### src/rtl/sigan_disp_pkg.sv
// Shared constants and types for the signature-analyzer display scan
// controller: digit geometry, the HP-hex segment patterns and the
// per-slot state enum.
package sigan_disp_pkg;

    localparam int NUM_DIGITS = 4;
    localparam int SEG_W      = 7;
    localparam int NIB_W      = 4;
    localparam int SIG_W      = 16;
    localparam int IDX_W      = 2;

    // Segment patterns, bit order {g,f,e,d,c,b,a}, active high.
    // The HP character set shows the upper six codes as A,C,F,H,P,U.
    localparam logic [SEG_W-1:0] SEG_0 = 7'h3F;
    localparam logic [SEG_W-1:0] SEG_1 = 7'h06;
    localparam logic [SEG_W-1:0] SEG_2 = 7'h5B;
    localparam logic [SEG_W-1:0] SEG_3 = 7'h4F;
    localparam logic [SEG_W-1:0] SEG_4 = 7'h66;
    localparam logic [SEG_W-1:0] SEG_5 = 7'h6D;
    localparam logic [SEG_W-1:0] SEG_6 = 7'h7D;
    localparam logic [SEG_W-1:0] SEG_7 = 7'h07;
    localparam logic [SEG_W-1:0] SEG_8 = 7'h7F;
    localparam logic [SEG_W-1:0] SEG_9 = 7'h6F;
    localparam logic [SEG_W-1:0] SEG_A = 7'h77;  // A
    localparam logic [SEG_W-1:0] SEG_B = 7'h39;  // shown as C
    localparam logic [SEG_W-1:0] SEG_C = 7'h71;  // shown as F
    localparam logic [SEG_W-1:0] SEG_D = 7'h76;  // shown as H
    localparam logic [SEG_W-1:0] SEG_E = 7'h73;  // shown as P
    localparam logic [SEG_W-1:0] SEG_F = 7'h3E;  // shown as U

    // Phase within one digit slot: blanked lead-in, then driven.
    typedef enum logic {
        BLANK = 1'b0,
        DRIVE = 1'b1
    } slot_state_e;

    // One-hot digit enable for a digit index (bit 3 is the leftmost digit).
    function automatic logic [NUM_DIGITS-1:0] digit_onehot(input logic [IDX_W-1:0] idx);
        return NUM_DIGITS'(1) << idx;
    endfunction

endpackage

### src/rtl/hp_hex_decode.sv
// Combinational HP-hex character decoder: one nibble in, seven active-high
// segments {g,f,e,d,c,b,a} out. A single instance is time-shared across
// all display digits.
module hp_hex_decode
    import sigan_disp_pkg::*;
(
    input  logic [NIB_W-1:0] nibble_i,
    output logic [SEG_W-1:0] seg_o
);

    // Nibble to segment pattern lookup.
    always_comb begin
        // NOTE: seg_o gets a default before the case so no path can leave it
        // unassigned; that is what keeps this block from inferring a latch.
        seg_o = '0;
        unique case (nibble_i)
            4'h0: seg_o = SEG_0;
            4'h1: seg_o = SEG_1;
            4'h2: seg_o = SEG_2;
            4'h3: seg_o = SEG_3;
            4'h4: seg_o = SEG_4;
            4'h5: seg_o = SEG_5;
            4'h6: seg_o = SEG_6;
            4'h7: seg_o = SEG_7;
            4'h8: seg_o = SEG_8;
            4'h9: seg_o = SEG_9;
            4'hA: seg_o = SEG_A;
            4'hB: seg_o = SEG_B;
            4'hC: seg_o = SEG_C;
            4'hD: seg_o = SEG_D;
            4'hE: seg_o = SEG_E;
            4'hF: seg_o = SEG_F;
            default: seg_o = '0;
        endcase
    end

endmodule

### src/rtl/sig_display.sv
// Display scan controller for the signature analyzer.
// Captures each accepted 16-bit signature into a shadow register, transfers
// it to the display register only at the end of a full scan frame, and
// multiplexes four digits (most significant nibble leftmost) through one
// shared HP-hex decoder. Each digit slot starts with a blanked interval to
// suppress ghosting.
// Optional feature: define SIGAN_UNSTABLE_EN to build the previous-signature
// register and comparator that drive 'unstable'; otherwise 'unstable' is 0.
module sig_display
    import sigan_disp_pkg::*;
#(
    parameter int SCAN_DIV     = 1024,  // cycles per digit slot, 4..65535
    parameter int BLANK_CYCLES = 16     // blanked cycles per slot, < SCAN_DIV
) (
    input  logic                  clock,
    input  logic                  reset_l,
    input  logic                  sig_valid,
    input  logic [SIG_W-1:0]      signature,
    input  logic                  hold,
    output logic [NUM_DIGITS-1:0] digit_en,
    output logic [SEG_W-1:0]      seg,
    output logic                  unstable
);

    localparam int                CNT_W     = (SCAN_DIV > 1) ? $clog2(SCAN_DIV) : 1;
    localparam logic [CNT_W-1:0]  CNT_LAST  = CNT_W'(SCAN_DIV - 1);
    localparam logic [CNT_W-1:0]  BLANK_END = CNT_W'(BLANK_CYCLES);
    localparam logic [IDX_W-1:0]  IDX_LAST  = IDX_W'(NUM_DIGITS - 1);

    // Scan position: slot counter and digit index.
    logic [CNT_W-1:0]      cnt_q, cnt_d;
    logic [IDX_W-1:0]      idx_q, idx_d;

    // Signature path: shadow catches strobes, display is what gets scanned.
    logic [SIG_W-1:0]      shadow_q, shadow_d;
    logic [SIG_W-1:0]      disp_q, disp_d;
    logic                  measured_q, measured_d;

    // Registered outputs.
    logic [NUM_DIGITS-1:0] digit_en_q, digit_en_d;
    logic [SEG_W-1:0]      seg_q, seg_d;

    // Decoded slot phase and scan boundaries.
    slot_state_e           slot_state;
    logic                  slot_end;
    logic                  frame_end;
    logic                  accept;

    // Shared decoder input/output.
    logic [NIB_W-1:0]      cur_nibble;
    logic [SEG_W-1:0]      dec_seg;

    assign accept    = sig_valid & ~hold;
    assign slot_end  = (cnt_q == CNT_LAST);
    assign frame_end = slot_end && (idx_q == IDX_LAST);

    // Nibble of the display word belonging to the digit currently scanned.
    assign cur_nibble = disp_q[{idx_q, 2'b00} +: NIB_W];

    hp_hex_decode u_decode (
        .nibble_i (cur_nibble),
        .seg_o    (dec_seg)
    );

    // Slot FSM decode: the slot counter is the state register, and its
    // position within the slot selects BLANK or DRIVE.
    always_comb begin
        slot_state = DRIVE;
        if (cnt_q < BLANK_END) begin
            slot_state = BLANK;
        end
    end

    // Next scan position: counter wraps each slot, index advances on the wrap.
    always_comb begin
        cnt_d = cnt_q + CNT_W'(1);
        idx_d = idx_q;
        if (slot_end) begin
            cnt_d = '0;
            idx_d = idx_q + IDX_W'(1);
        end
    end

    // Next signature state: accept strobes into shadow, move shadow into the
    // display only at a frame boundary so one frame never mixes two values.
    always_comb begin
        shadow_d   = shadow_q;
        measured_d = measured_q;
        disp_d     = disp_q;
        if (accept) begin
            shadow_d   = signature;
            measured_d = 1'b1;
        end
        if (frame_end && !hold) begin
            disp_d = shadow_q;
        end
    end

    // Next outputs from the current slot phase: blanked, or one digit driven
    // with its decoded nibble (segments stay dark until a first measurement).
    always_comb begin
        digit_en_d = '0;
        seg_d      = '0;
        unique case (slot_state)
            BLANK: begin
                digit_en_d = '0;
                seg_d      = '0;
            end
            DRIVE: begin
                digit_en_d = digit_onehot(idx_q);
                if (measured_q) begin
                    seg_d = dec_seg;
                end
            end
            default: begin
                digit_en_d = '0;
                seg_d      = '0;
            end
        endcase
    end

    // Scan position registers.
    always_ff @(posedge clock or negedge reset_l) begin
        if (!reset_l) begin
            // NOTE: sequential state uses non-blocking assignment so every
            // register samples pre-edge values, independent of block order.
            cnt_q <= '0;
            idx_q <= '0;
        end else begin
            cnt_q <= cnt_d;
            idx_q <= idx_d;
        end
    end

    // Signature capture and display registers.
    always_ff @(posedge clock or negedge reset_l) begin
        if (!reset_l) begin
            shadow_q   <= '0;
            disp_q     <= '0;
            measured_q <= 1'b0;
        end else begin
            shadow_q   <= shadow_d;
            disp_q     <= disp_d;
            measured_q <= measured_d;
        end
    end

    // Output registers.
    always_ff @(posedge clock or negedge reset_l) begin
        if (!reset_l) begin
            digit_en_q <= '0;
            seg_q      <= '0;
        end else begin
            digit_en_q <= digit_en_d;
            seg_q      <= seg_d;
        end
    end

    assign digit_en = digit_en_q;
    assign seg      = seg_q;

`ifdef SIGAN_UNSTABLE_EN
    logic [SIG_W-1:0] prev_q, prev_d;
    logic             unstable_q, unstable_d;

    // Stability compare: each accepted strobe after the first is compared
    // with the one before it; the first one only primes the history.
    always_comb begin
        prev_d     = prev_q;
        unstable_d = unstable_q;
        if (accept) begin
            prev_d = signature;
            if (measured_q) begin
                unstable_d = (signature != prev_q);
            end
        end
    end

    // Previous-signature and unstable flag registers.
    always_ff @(posedge clock or negedge reset_l) begin
        if (!reset_l) begin
            prev_q     <= '0;
            unstable_q <= 1'b0;
        end else begin
            prev_q     <= prev_d;
            unstable_q <= unstable_d;
        end
    end

    assign unstable = unstable_q;
`else
    assign unstable = 1'b0;
`endif

endmodule
### config.mk
export PLATFORM = sky130hd
export DESIGN_NAME = sig_display
export DESIGN_NICKNAME = d
export VERILOG_FILES = /design/src/rtl/sigan_disp_pkg.sv /design/src/rtl/hp_hex_decode.sv /design/src/rtl/sig_display.sv
export SDC_FILE = /design/constraint.sdc
export NUM_CORES = 1
export LEC_CHECK = 0
export ABC_AREA = 1
export BUFFER_PORTS_ARGS = -buffer_cell sky130_fd_sc_hd__buf_4
export CAP_MARGIN = 20
export CORE_AREA = 10 10 119 67
export CTS_CLUSTER_DIAMETER = 120
export CTS_CLUSTER_SIZE = 30
export DETAILED_ROUTE_END_ITERATION = 8
export DIE_AREA = 0 0 129 77
export PLACE_DENSITY = 0.63
export SETUP_SLACK_MARGIN = 0.15
export SYNTH_ARGS = -nofsm -noshare
export SYNTH_HDL_FRONTEND = slang
export SYNTH_SLANG_ARGS = --single-unit
### constraint.sdc
create_clock -name clock -period 2.1 [get_ports clock]
set_clock_uncertainty 0.2 [all_clocks]
set_input_delay 0.105 -clock clock [delete_from_list [all_inputs] [get_ports clock]]
set_output_delay 0.105 -clock clock [all_outputs]
set_load 0.05 [all_outputs]
==> run summary <==
## Detailed routing
- post-route ant nets: 0
- vias post-DR: 1955
- Avg Vias per Cell: 4.69
- starting DRC count in detailed routing: 123
- wire length per cell: 12.6 microns
- post-detailed-routing wire length: 5260 microns
- Detailed Routing Iterations Pass 1: 4
- # DRC: 0

## Floorplan
- floorplan row count: 20
- Die Span Y: 77 microns
- die span in x: 129 microns
- top-level I/O count: 32
- Initial Utilization: 44.4%
- Core Box Area: 5910 sq um
- total die area: 9930 sq um

## Power
- IR drop worst, VDD: 382 uV
- power density normalized to cell area: 676 nW/um^2
- Power, Total: 2.26 mW
- leakage component of the power: 1.77 nW

## Placement
- # port buffers: 30
- final RePlAce weighted congestion: 0.921
- DPL Wire Length: 3730 microns

## STA
- final cycle utilization of the critical path: 88.6%
- final critical path time including I/O delays and setup: 1860 ps
- final total negative setup slack: 0 ps
- setup repair after global routing missed its margin: no
- Final Setup Violations: 0
- Worst Max-Slew Pin Slew: 685 ps
- highest attainable clock frequency: 537 MHz
- final hold viol count: 0
- total count of max-transition violations in the final report: 0
- remaining max-slew budget at the tightest pin: 54.3%
- final hold slack: 50.6 ps

## Min path
- worst hold start: sig_valid
- HP Class: in -> reg

## Clock network
- post-CTS clock slew at the launch and capture registers of the worst setup and hold paths: 70 ps
- number of clock buffers inserted by TritonCTS: 5
- CTS max path bufs: 2
- Num Clock Sinks: 56
- CTS tree: done
- insertion delay to the later sink of the worst-skew pair: 290 ps
- deepest level of the CTS H-tree: 2
- root buffer cell: sky130_fd_sc_hd__clkbuf_16

## Global routing
- vias in the first global route: 1880
- global-route wire length before repair: 9270 microns
- overall routing resource usage: 11.5%
- Overflow after GRT: 0
- pin count of the biggest net entering global routing: 57
- initial antenna violation count: 0

## Setup path
- largest fanout on the critical path: 13
- Critical Path Source Type: flop
- type of element capturing the critical path: flop
- startpoint of the most critical register-to-register path: idx_q[0]$_DFFE_PN0N_
- startpoint of the worst setup timing path: idx_q[0]$_DFFE_PN0N_
- Setup Crit Path Kind: reg -> reg
- endpoint arrival time on the critical path: 1890 ps
- required time of the critical path: 2130 ps

## Logic synthesis
- Syn. warnings: 0
- ranking of synthesized cells by area: sky130_fd_sc_hd__dfrtp_1 53%, sky130_fd_sc_hd__nand2_1 12%, sky130_fd_sc_hd__mux2_2 6.9%, sky130_fd_sc_hd__nand3_1 6.3%, sky130_fd_sc_hd__ha_1 4.8%
- Mean Syn Cell Area: 9.30 sq um
- post-synth cell types: 27
- top_reg_cell synth: sky130_fd_sc_hd__dfrtp_1
- sequential fraction of the synthesis area: 53.4%
- Post-Syn Area: 2620 sq um
- count of state elements after synthesis: 56
- share of the synthesized area in the top cell type: 53.4%
- net count after synthesis: 312
- number of instances in the synthesized netlist: 282
- EDFF count, synth: 0
- share of flip-flops with an asynchronous set or reset: 100%
- most area-hungry cell type in the Yosys netlist: sky130_fd_sc_hd__dfrtp_1

## Finish
- final antenna diode count: 0
- area growth from synthesis to layout: 27.4%
- final layout net count: 369
- leading cell type in the layout, fill and taps excluded: sky130_fd_sc_hd__nand2_1
- most frequent cells in the layout: 85 x sky130_fd_sc_hd__nand2_1, 54 x sky130_fd_sc_hd__dfrtp_1, 37 x sky130_fd_sc_hd__buf_4, 33 x sky130_fd_sc_hd__nand3_1, 25 x sky130_fd_sc_hd__inv_1
- fraction of layout cells with a size suffix above 1: 22.6%

## Run status
- status: finished, final reports clean

## Job
- total of max-cap violations: 0

Yosys cell counts, types with 3 or more instances:
cell type / number
sky130_fd_sc_hd__a21oi_1: 3
sky130_fd_sc_hd__inv_1: 25
sky130_fd_sc_hd__buf_4: 3
sky130_fd_sc_hd__ha_1: 10
sky130_fd_sc_hd__o21ai_0: 4
sky130_fd_sc_hd__nand2_1: 87
sky130_fd_sc_hd__nor2_1: 22
sky130_fd_sc_hd__dfrtp_1: 56
sky130_fd_sc_hd__nand3_1: 33
sky130_fd_sc_hd__mux2_2: 16
sky130_fd_sc_hd__xor2_1: 3
per-layer routing:
metal	track usage [%]	up-vias	share of wire [%]
met5	0	-	0
met3	4.39	7	6.0
met1	16.5	888	54
met2	15.1	49	39
li1	-	1011	-
met4	3.95	0	1.2
registers in the layout (all words and copies together) (netlist names):
signal and cells:
digit_en 4, seg 7, shadow_q 16, cnt_q 10, disp_q 16, measured_q 1
idx_q 2
critical path, stage by stage, from the launching register on:
cell and delay (ps):
sky130_fd_sc_hd__dfrtp_2 440, sky130_fd_sc_hd__clkbuf_2 190, sky130_fd_sc_hd__buf_4 130, sky130_fd_sc_hd__ha_1 190
sky130_fd_sc_hd__inv_1 80, sky130_fd_sc_hd__nor2_4 170, sky130_fd_sc_hd__buf_4 220, sky130_fd_sc_hd__nand3_1 100
sky130_fd_sc_hd__nand2_1 70
area by class of cell:
| class | count | area [sq um] |
|---|---|---|
| clock inverters | 2 | 38.8 |
| clock buffers | 6 | 139 |
| fillers | 537 | 2560 |
| flip-flops and latches | 56 | 1400 |
| inverters | 27 | 104 |
| well taps | 77 | 96.3 |
| repair buffers | 57 | 483 |
| multi-input cells | 192 | 1080 |
cell families (layout without fill, tap and decap cells):
kind of cell	after synthesis	after routing	synth area share, %
AOI/OAI and AO/OA	8	8	1.62
xor gates and xnor gates	4	4	1.34
adders and majority gates	10	10	4.77
buffers and inverters	34	92	5.91
DFF	56	56	53.4
muxes	16	16	6.87
other	1	1	0.143
and+or+nand+nor	153	153	25.9
worst paths after layout:
| path | endpoint | slack (ps) | cells after the start |
|---|---|---|---|
| setup / recovery | disp_q[0]$_DFFE_PN0P_ | 240 | 8 |
| min in group asynchronous | shadow_q[15]$_DFFE_PN0P_ | 200 | 2 |
| max in group asynchronous | idx_q[1]$_DFFE_PN0N_ | 1010 | 2 |
| hold reg to reg | measured_q$_DFFE_PN0P_ | 270 | 2 |
| setup reg to reg | disp_q[0]$_DFFE_PN0P_ | 240 | 8 |
| hold / removal | measured_q$_DFFE_PN0P_ | 50 | 4 |
metrics by stage:
stage / cell area, sq um / instances / utilization (%) / setup WS (ps)
2_1_floorplan: 2620 / 282 / - / 317
4_1_cts: 3290 / 412 / 55.8 / 165
3_3_place_gp: 2930 / 386 / 49.7 / 204
3_5_place_dp: 2930 / 386 / 49.7 / 77.7
5_1_grt: 3340 / 417 / 56.6 / 127
6_report: 3340 / 417 / 56.6 / 239
power by group:
part / internal [mW] / switching, mW
registers: 1.12 / 0.0232
clock network: 0.598 / 0.381
logic: 0.0827 / 0.0504
what timing repair did:
item | CTS | global route
pin swaps | 0 | 1
setup buffers | 0 | 5
setup endpoints to repair | 7 | 7
gates resized for setup | 1 | 5
hold buffers | 18 | 0
hold endpoints to repair | 75 | 0
Note: power is estimated with default switching activity, not from simulation.
